[src/rtl/stream_collect.sv]
// stream_collect: gathers COUNT result words into one of two ping-pong banks
// and streams each completed bank out word by word under valid/ready.
// One bank can fill while the other drains; an input arriving while the
// bank it would write still holds an undrained vector is dropped and
// recorded in a sticky overflow flag.
module stream_collect #(
  parameter int BITS  = 8,
  parameter int COUNT = 4
) (
  input  logic            clk,
  input  logic            rstn,
  input  logic            in_valid,
  input  logic [BITS-1:0] a,
  output logic            out_valid,
  input  logic            out_ready,
  output logic [BITS-1:0] c,
  output logic            out_last,
  output logic            overflow
);

  localparam int IDXW = (COUNT > 1) ? $clog2(COUNT) : 1;
  localparam logic [IDXW-1:0] LAST_IDX = IDXW'(COUNT - 1);

  // Bank bookkeeping state
  logic [1:0]      full_reg, full_next;
  logic            wbank_reg, wbank_next;
  logic            rbank_reg, rbank_next;
  logic [IDXW-1:0] widx_reg, widx_next;
  logic [IDXW-1:0] ridx_reg, ridx_next;
  logic            overflow_reg, overflow_next;

  // Per-edge events
  logic            wr_en;     // store a into the write bank
  logic            wr_done;   // store completes the write bank
  logic            drop;      // input arrived while write bank still occupied
  logic            rd_xfer;   // downstream takes c this edge
  logic            rd_done;   // transfer of the last word releases the read bank
  logic [1:0]      bank_set;
  logic [1:0]      bank_clr;
  logic [BITS-1:0] rd_word [2];

  // Full flags are sampled before the edge, so a bank released on this
  // edge cannot also accept the write arriving on the same edge.
  assign wr_en   = in_valid & ~full_reg[wbank_reg];
  assign drop    = in_valid &  full_reg[wbank_reg];
  assign wr_done = wr_en & (widx_reg == LAST_IDX);
  assign rd_xfer = out_valid & out_ready;
  assign rd_done = rd_xfer & (ridx_reg == LAST_IDX);

  genvar gi;
  generate
    for (gi = 0; gi < 2; gi++) begin : g_bank
      logic [BITS-1:0] mem [COUNT];

      // Data storage: written only, never reset; contents are unobservable
      // until the bank is refilled and marked full.
      always_ff @(posedge clk) begin
        if (wr_en && (wbank_reg == 1'(gi))) begin
          mem[widx_reg] <= a;
        end
      end

      assign rd_word[gi]  = mem[ridx_reg];
      assign bank_set[gi] = wr_done & (wbank_reg == 1'(gi));
      assign bank_clr[gi] = rd_done & (rbank_reg == 1'(gi));
    end
  endgenerate

  // Next-state logic for pointers, full flags and the sticky overflow
  always_comb begin
    full_next     = (full_reg | bank_set) & ~bank_clr;
    wbank_next    = wbank_reg;
    widx_next     = widx_reg;
    rbank_next    = rbank_reg;
    ridx_next     = ridx_reg;
    overflow_next = overflow_reg | drop;

    if (wr_en) begin
      if (wr_done) begin
        widx_next  = '0;
        wbank_next = ~wbank_reg;
      end else begin
        widx_next = widx_reg + 1'b1;
      end
    end

    if (rd_xfer) begin
      if (rd_done) begin
        ridx_next  = '0;
        rbank_next = ~rbank_reg;
      end else begin
        ridx_next = ridx_reg + 1'b1;
      end
    end
  end

  // State registers with asynchronous clear
  always_ff @(posedge clk or negedge rstn) begin
    if (!rstn) begin
      full_reg     <= '0;
      wbank_reg    <= 1'b0;
      widx_reg     <= '0;
      rbank_reg    <= 1'b0;
      ridx_reg     <= '0;
      overflow_reg <= 1'b0;
    end else begin
      full_reg     <= full_next;
      wbank_reg    <= wbank_next;
      widx_reg     <= widx_next;
      rbank_reg    <= rbank_next;
      ridx_reg     <= ridx_next;
      overflow_reg <= overflow_next;
    end
  end

  // Outputs are decoded purely from registered state
  assign out_valid = full_reg[rbank_reg];
  assign c         = out_valid ? rd_word[rbank_reg] : '0;
  assign out_last  = out_valid & (ridx_reg == LAST_IDX);
  assign overflow  = overflow_reg;

endmodule

[config.mk]
export PLATFORM = sky130hd
export DESIGN_NAME = stream_collect
export DESIGN_NICKNAME = d
export VERILOG_FILES = /design/src/rtl/stream_collect.sv
export SDC_FILE = /design/constraint.sdc
export NUM_CORES = 1
export LEC_CHECK = 0
export BUFFER_PORTS_ARGS = -buffer_cell sky130_fd_sc_hd__buf_2
export CAP_MARGIN = 10
export CORE_MARGIN = 2
export CORE_UTILIZATION = 55
export DETAILED_ROUTE_END_ITERATION = 8
export PLACE_DENSITY = 0.74
export SYNTH_ARGS = -nofsm -noshare
export SYNTH_HDL_FRONTEND = slang
export SYNTH_SLANG_ARGS = --single-unit
[constraint.sdc]
create_clock -name clk -period 1.9 [get_ports clk]
set_clock_uncertainty 0.1 [all_clocks]
set_input_delay 0.19 -clock clk [delete_from_list [all_inputs] [get_ports clk]]
set_output_delay 0.19 -clock clk [all_outputs]
set_load 0.05 [all_outputs]
* Yosys cells after proc, flatten, opt, wreduce, memory -nomap -nowiden
Memory sizes are Yosys's and may differ from the RTL's. Index checks and enable logic that the tools add are counted.
Cells by class: add/subtract/negate cells 2, $lt $le $gt $ge 3, equality and inequality tests 2, muxes and demuxes 14, bitwise logic cells 18, reduce and logical (&&, ||, !) cells 4
Operators with widths (number):
- two-way mux 8 bit | 4
- bitwise AND 1 bit | 10
- two-way mux 1 bit | 8
- adder 2 x 1 -> 2 bit (second input constant) | 2
- equality test 2 bit (second input constant) | 2
- less-than comparator 1 x 2 -> 1 bit (second input constant) | 2
- two-way mux 2 bit | 2
- AND reduction 2 bit | 2
- NOT 1 bit | 3
- bitwise AND 2 bit | 1
- greater-or-equal comparator 2 bit (second input constant) | 1
- logical AND 1 bit | 2
- NOT 1 -> 2 bit | 1
- NOT 2 bit | 1
- OR 2 bit | 1
- OR 1 bit | 1
Word-level totals: register bits after elaboration 9, bits in writable memories 64, input port bits 12, output and inout port bits 11, logic and storage cells 51, memories kept 2
Memories:
- g_bank[0].mem | words 4, bits a word 8, rd ports 1, clocked after Yosys merged registers in 0, write ports 1, RTL line 53 | logic [BITS-1:0] mem [COUNT];
- g_bank[1].mem | words 4, bits a word 8, rd ports 1, clocked after Yosys merged registers in 0, write ports 1, RTL line 53

* Depth between registers and ports, before layout
Gate-level depths: netlist (run 1).
word-level depth 8, gate-level depth with buffers 5, gate-level depth less buffers 4

* Worst setup path before layout (run 1)
No wires, ideal clock.
path kind register to output, from register rbank_reg, to output c[0], arrival time 1.851 ns, data required time 1.610 ns, slack -0.241 ns, stages on the path, launching flop included 5, buffers on the path 2, path through dfrtp_1 -> buf_2 -> mux2_2 -> clkbuf_1 -> and3_1
On the way: elaborated cells on any way between the ends 7, those cells by class mux (6); bitwise (1)
RTL lines:
- start: declaration | RTL line 27 | logic rbank_reg, rbank_next;
- start signal: assignment | RTL line 110 | rbank_reg <= rbank_next;
- two-way mux 1 bit (not written as such) (2 in a row) | RTL line 117 | assign out_valid = full_reg[rbank_reg];
- named net out_valid | RTL line 14 | output logic out_valid,
- two-way mux 8 bit | RTL line 118 | assign c = out_valid ? rd_word[rbank_reg] : '0;
- end: declaration | RTL line 16 | output logic [BITS-1:0] c,
The timed path passes the listed nets, and every way through them passes these cells. The select of a mux whose other input is x is not followed.

* Worst setup path after layout (run 1)
from register ridx_reg[1], to output c[7]
On the way: word-level cells in the longest chain between the ends 5, elaborated cells on any way between the ends 6, those cells by class mux (4); memory (2)
RTL lines:
- start: declaration | RTL line 29 | logic [IDXW-1:0] ridx_reg, ridx_next;
- start signal: assignment | RTL line 111 | ridx_reg <= ridx_next;
- memory read (4 x 8 bit)
- two-way mux 8 bit (not written as such) * (3 in a row) | RTL line 118
- two-way mux 8 bit * | RTL line 118
Mark *: on every way between the ends. The rest lies on a longest branch, timed or not. The select of a mux whose other input is x is not followed.

==> metrics.yaml, run 1 <==
timing:
  holdWs_ns: 0.0207
  period_needed_ns: 2.04
  hold_viol: 0
  slew_headroom: 0.730
  timing.fmax_mhz: 491
  grt_setup_unrepaired: "true"
  fin_crit_sh: 1.07
  fin_ws_ns: -0.138
  tightest_slew_ns: 0.404
  maxSlewViolCount: 0
  setup_viol: 9
routing:
  wl_per_cell_um: 19.6
  drt_wl_total_mm: 5.97
  first_iter_violations: 138
  drc_errors: 0
  antenna_left: 0
  vias: 1706
  dr.pass1.iters: 4
  viasPerCell: 5.61
global_route:
  grt_pass1_vias: 1705
  grt_first_pass_wirelength_mm: 9.08
  grt_max_degree: 18
  grt.total_usage: 0.206
  gr-total-overflow: 0
  antenna_found_initial: 0
power:
  leakage_nw: 1.44
  p_comb_frac: 0.450
  internal-power_mw: 3.81
  p_sw_mw: 2.29
  cellPowerDensity_nw_per_um2: 1670
  swShare: 0.376
  pwr-share-clk: 0.187
  pwr-share-seq: 0.363
  vdd_drop_max_v: 0.00110
finish:
  diodes: 0
  finalNonFillerCells: 304
  utilization: 0.703
  drive_above_1_share: 0.312
  layout_common_cells: "edfxtp_1, mux2i_1, a22oi_1"
  layout.nets: 247
  area_delta_synth_final_pct: 21.3
  final_area_um2: 3660
  largest_reg_flops: 64
  final_common_cell: "edfxtp_1"
  top_register: "g_bank.mem"
floorplan:
  io_pins: 23
  fp.dieW_um: 78.1
  rows: 26
  design.core.area_um2: 5200
  die-area_um2: 6100
  initial_utilization: 0.580
  die_h_um: 78.1
worst_setup_path:
  reg2reg_setup_slack_ns: 0.13
  start_kind: "register"
  endpoint_kind: "output port"
  arrival_ns: 1.75
  cp_top_family: "buffers and inverters"
  path_class: "reg2out"
  path_cells: "buf_4 > clkbuf_16 > mux2i_1 > a22oi_1 > and3_1 > buf_6"
  cpMaxStageDelayCell: "dfrtp_2"
  path_max_fanout: 8
  worstPathRequired_ns: 1.61
  cpPeakStageDelay_ns: 0.46
  critPathBufInv: 3
clock_network:
  cts_sinks: 73
  cts_root_buf: "clkbuf_8"
  clock_latency_ns: 0.33
  numCtsBuffers: 9
  path_clk_slew_ns: 0.08
  cts_tree: "yes"
  cts_max_level: 3
  clk_path_buf_depth: 2
logic_synthesis:
  syn_inst: 186
  yosysSeqAreaShare: 0.711
  synth-simple-area-share: 0.0597
  synthAdderAreaFrac: 0.0207
  synth_top_family_by_area: "multiplexers"
  synth.net_count: 203
  muxShareOfSynthArea: 0.132
  syn_area_um2: 3020
  syn_avg_cell_area_um2: 16.2
  ys_ff_latch: 73
  synth_compound_area_frac: 0.0514
  synth.distinct_cells: 27
  yosys_warnings: 0
  synth_xor_area_frac: 0
placed_design:
  dpl_cell_area_um2: 3270
  portBuffers: 22
  gp_congestion: 0.737
  hpwl_mm: 3.53
  placedCellCount: 281
  pre_cts_ws_ns: -0.0134
run:
  cap_violations: 0
outcome:
  outcome: "finished with violations"
  violations: "setup timing"
worst_hold_path:
  min_path_type: "in2reg"
cells by family (layout without fill, tap and decap cells):
family | count (synthesis) | count (layout)
DFF | 73 | 73
adders and majority gates | 5 | 5
buffers and inverters | 14 | 61
AOI/OAI and AO/OA | 21 | 21
muxes | 38 | 39
and+or+nand+nor | 35 | 35
per-layer routing:
metal,wire [µm],vias up,track usage
met5,0,-,0
met4,69,0,0.0684
met3,304,6,0.0494
met2,3000,48,0.328
met1,2600,849,0.281
li1,-,803,-
what timing repair did:
action | in CTS | in global routing
endpoints found under the hold margin | 9 | 0
gates cloned | 2 | 2
pin swaps | 4 | 12
hold buffers | 1 | 0
buffers inserted | 1 | 2
gates resized for setup | 33 | 3
endpoints found under the setup margin | 10 | 9
cell type report:
type                    instances  area, µm²
multi-input cells             100        848
repair buffers                 42        374
well taps                      70       87.6
clock inverters                 6       60.1
clock buffers                   9        124
fillers                       361       1550
flip-flops and latches         73       2150
inverters                       4       15.0
power by group through the flow:
stage / clock network [mW] / registers, mW / logic (mW)
floorplan: 0 / 2.12 / 1.77
global placement: 0 / 2.17 / 2.17
detailed placement: 0 / 2.19 / 2.22
CTS: 1.16 / 2.21 / 2.64
global route: 1.23 / 2.24 / 2.91
finish: 1.14 / 2.22 / 2.75
per-stage QoR:
stage	power (mW)	setup TNS [ns]
detailed placement	4.41	-0.0146
finish	6.11	-0.731
floorplan	3.89	0
global placement	4.34	0
CTS	6.01	-0.519
global route	6.39	-1.38
cells in the mapped netlist (all sizes together):
library cell	count	area (µm²)
nor3	4	20.0
dfrtp	9	225
mux2i	32	320
clkbuf	2	7.51
nor2	6	22.5
o21ai	1	5.00
buf	8	51.3
nand2b	2	12.5
edfxtp	64	1920
and2	2	12.5
nand2	8	30.0
a41oi	1	8.76
nor2b	2	12.5
mux2	6	78.8
nand3	1	5.00
a22oi	16	120
or2	2	15.0
a21o	2	15.0
ha	5	62.6
and3	8	50.1
inv	4	15.0
a31oi	1	6.26
worst paths after layout:
| path | from | endpoint | cells after the start |
|---|---|---|---|
| min in group asynchronous | rstn | overflow$_DFF_PN0_ | 2 |
| max reg2reg | widx_reg[0]$_DFFE_PN0N_ | g_bank[1].mem[3][4]$_DFFE_PP_ | 4 |
| max | ridx_reg[1]$_DFFE_PN0P_ | c[7] | 6 |
| min reg2reg | overflow$_DFF_PN0_ | overflow$_DFF_PN0_ | 1 |
| max in group asynchronous | rstn | ridx_reg[0]$_DFFE_PN0P_ | 2 |
| min | a[7] | g_bank[1].mem[2][7]$_DFFE_PP_ | 1 |
worst register-to-register path, delay by kind of cell, from the launching register on:
kind / cells / cell delay, ns
adders and majority gates: 1 / 0.19
buffers and inverters: 1 / 0.32
DFF: 1 / 0.42
and+or+nand+nor: 2 / 0.40
(Power assumes the default switching activity.)
==> run 2, diff against run 1 <==
Settings changed: CORE_ASPECT_RATIO set to 1.4, GPL_TIMING_DRIVEN set to 0, SLEW_MARGIN set to 20.
==> metrics.yaml, run 2 (synthesized netlist as in run 1, its figures left out) <==
worst_setup_path:
  start_kind: "register"
  regToRegStartpoint: "widx_reg[0]$_DFFE_PN0N_"
  arrival_ns: 1.71  # -0.04 ns
  path_class: "reg2out"
  cp_top_family: "buffers and inverters"
  path_max_fanout: 10  # +2
  r2r_end: "g_bank[1].mem[3][4]$_DFFE_PP_"
  cpMaxStageDelayCell: "dfrtp_1"
  cpPeakStageDelay_ns: 0.40  # -0.06 ns
  worstPathRequired_ns: 1.61  # about the same
  critPathBufInv: 3  # unchanged
  ff2ff_path_depth: 4  # unchanged
  endpoint_kind: "output port"
  crit_top_cell: "buf_6"
  path_cells: "buf_6 > buf_12 > mux2i_1 > a22oi_2 > and3_1 > buf_6"
  reg2reg_setup_slack_ns: 0.17  # +0.04 ns
clock_network:
  clk_path_buf_depth: 2  # unchanged
  numCtsBuffers: 9  # unchanged
  cts_max_level: 3  # unchanged
  path_clk_slew_ns: 0.07  # about the same
  cts_tree: "yes"
  cts_root_buf: "clkbuf_8"
  cts_sinks: 73  # unchanged
  clock_latency_ns: 0.34  # about the same
global_route:
  grt_max_degree: 12  # -6
  gr-total-overflow: 0  # unchanged
  antenna_found_initial: 0  # unchanged
  grt_first_pass_wirelength_mm: 8.83  # -2.8%
  grt_pass1_vias: 1765  # +3.5%
  grt.total_usage: 0.209  # +0.00346
finish:
  layout.nets: 241  # -2.4%
  area_delta_synth_final_pct: 23.3
  final_area_um2: 3720  # +1.7%
  largest_reg_flops: 64  # unchanged
  top_register: "g_bank.mem"
  diodes: 0  # unchanged
  final_common_cell: "edfxtp_1"
  drive_above_1_share: 0.349  # +0.0374
  finalNonFillerCells: 295  # -3.0%
  layout_common_cells: "edfxtp_1, mux2i_1, buf_2"
  utilization: 0.711  # +0.00751
worst_hold_path:
  worstHoldPathCells: 1  # unchanged
  hold_start: "a[1]"
  min_path_type: "in2reg"
  hold_end: "g_bank[0].mem[2][1]$_DFFE_PP_"
floorplan:
  io_pins: 23  # unchanged
  die_h_um: 91.6  # +17%
  fp.dieW_um: 66.6  # -15%
  initial_utilization: 0.576  # -0.00346
  die-area_um2: 6100  # +0.14%
  rows: 31  # +19%
  design.core.area_um2: 5240  # +0.60%
power:
  cellPowerDensity_nw_per_um2: 1720  # +3.2%
  vdd_drop_max_v: 0.000989  # -10%
  leakage_nw: 1.40  # -2.6%
  power.total_mw: 6.41  # +4.9%
timing:
  hold_viol: 0  # unchanged
  tns_ns: -0.621  # +0.110 ns
  timing.fmax_mhz: 501  # +2.0%
  slew_headroom: 0.633  # -0.0970
  tightest_slew_ns: 0.549  # +0.145 ns
  fin_crit_sh: 1.05  # -0.0215
  fin_ws_ns: -0.0976  # +0.0408 ns
  setup_viol: 8  # -1
  period_needed_ns: 2.00  # -0.0408 ns
  grt_setup_unrepaired: "true"
  maxSlewViolCount: 0  # unchanged
placed_design:
  portBuffers: 22  # unchanged
  dpl_cell_area_um2: 3240  # -0.84%
  placedCellCount: 275  # -2.1%
  hpwl_mm: 3.70  # +4.7%
  gp_congestion: 0.713  # -3.3%
outcome:
  outcome: "finished with violations"
  violations: "setup timing"
run:
  cap_violations: 0  # unchanged
routing:
  viasPerCell: 5.76  # +2.7%
  antenna_left: 0  # unchanged
  vias: 1700  # -0.35%
  drt_wl_total_mm: 5.89  # -1.4%
  dr.pass1.iters: 4  # unchanged
  first_iter_violations: 94  # -32%
  wl_per_cell_um: 20.0  # +1.6%
  drc_errors: 0  # unchanged
## run 2: cell types whose count changed in the layout (fill, tap and decap cells not counted), moves of 2 or more
| cell | change |
|---|---|
| clkbuf_16 | -2 |
| nor3_4 | +4 |
| mux2i_1 | -3 |
| a22oi_1 | -6 |
| nor2_1 | -3 |
| clkbuf_1 | +3 |
| a22oi_2 | +6 |
| mux2i_2 | +3 |
| nor3_1 | -4 |
| buf_8 | +3 |
| buf_4 | -8 |
| nor2_2 | +3 |
| clkinv_4 | -2 |
## run 2: cell type report
| cell class | count | area [µm²] |
|---|---|---|
| inverter | 4 | 18.8 |
| tap | 66 | 82.6 |
| multi-input combinational | 100 | 938 |
| timing repair buffer | 29 | 225 |
| clock buffer | 12 | 135 |
| fill | 329 | 1520 |
| sequential | 73 | 2150 |
| buffer | 7 | 104 |
| clock inverter | 4 | 67.6 |
## run 2: metrics by stage
step,hold slack (ns),setup slack (ns)
after floorplan,-0.206,0.0611
after global placement,-0.0574,-0.428
after detailed placement,-0.0514,-0.139
after CTS,0.000145,-0.113
after global routing,0.0196,-0.166
final,0.0197,-0.0976
## run 2: per-layer routing
metal / wire (µm) / vias up / track usage
li1: - / 791 / -
met1: 2280 / 852 / 0.236
met2: 3230 / 45 / 0.348
met3: 248 / 12 / 0.0589
met4: 133 / 0 / 0.117
met5: 0 / - / 0
## run 2: report_power, final
part	internal [mW]	switching [mW]	leakage (nW)	total [mW]
combinational	1.30	1.69	0.623	2.98
sequential	2.00	0.180	0.681	2.18
clock	0.732	0.507	0.0997	1.24
## run 2: worst max-delay path by stage
stage	end	slack [ns]	cells past startpoint	start
6_report	c[5]	-0.1	6	ridx_reg[1]$_DFFE_PN0P_
2_1_floorplan	c[0]	0.06	4	rbank_reg$_DFFE_PN0P_
3_5_place_dp	c[4]	-0.14	5	rbank_reg$_DFFE_PN0P_
4_1_cts	c[6]	-0.11	6	ridx_reg[1]$_DFFE_PN0P_
3_3_place_gp	g_bank[0].mem[3][7]$_DFFE_PP_	-0.43	3	widx_reg[0]$_DFFE_PN0N_
5_1_grt	c[5]	-0.17	6	ridx_reg[1]$_DFFE_PN0P_
## run 2: what timing repair did
item / 4_1_cts / 5_1_grt
setup endpoints to repair: 26 / 54
gates cloned: 0 / 1
gates resized for setup: 43 / 22
endpoints found under the hold margin: 9 / 0
pin swaps: 9 / 10
setup buffers: 3 / 2
hold buffers: 1 / 0
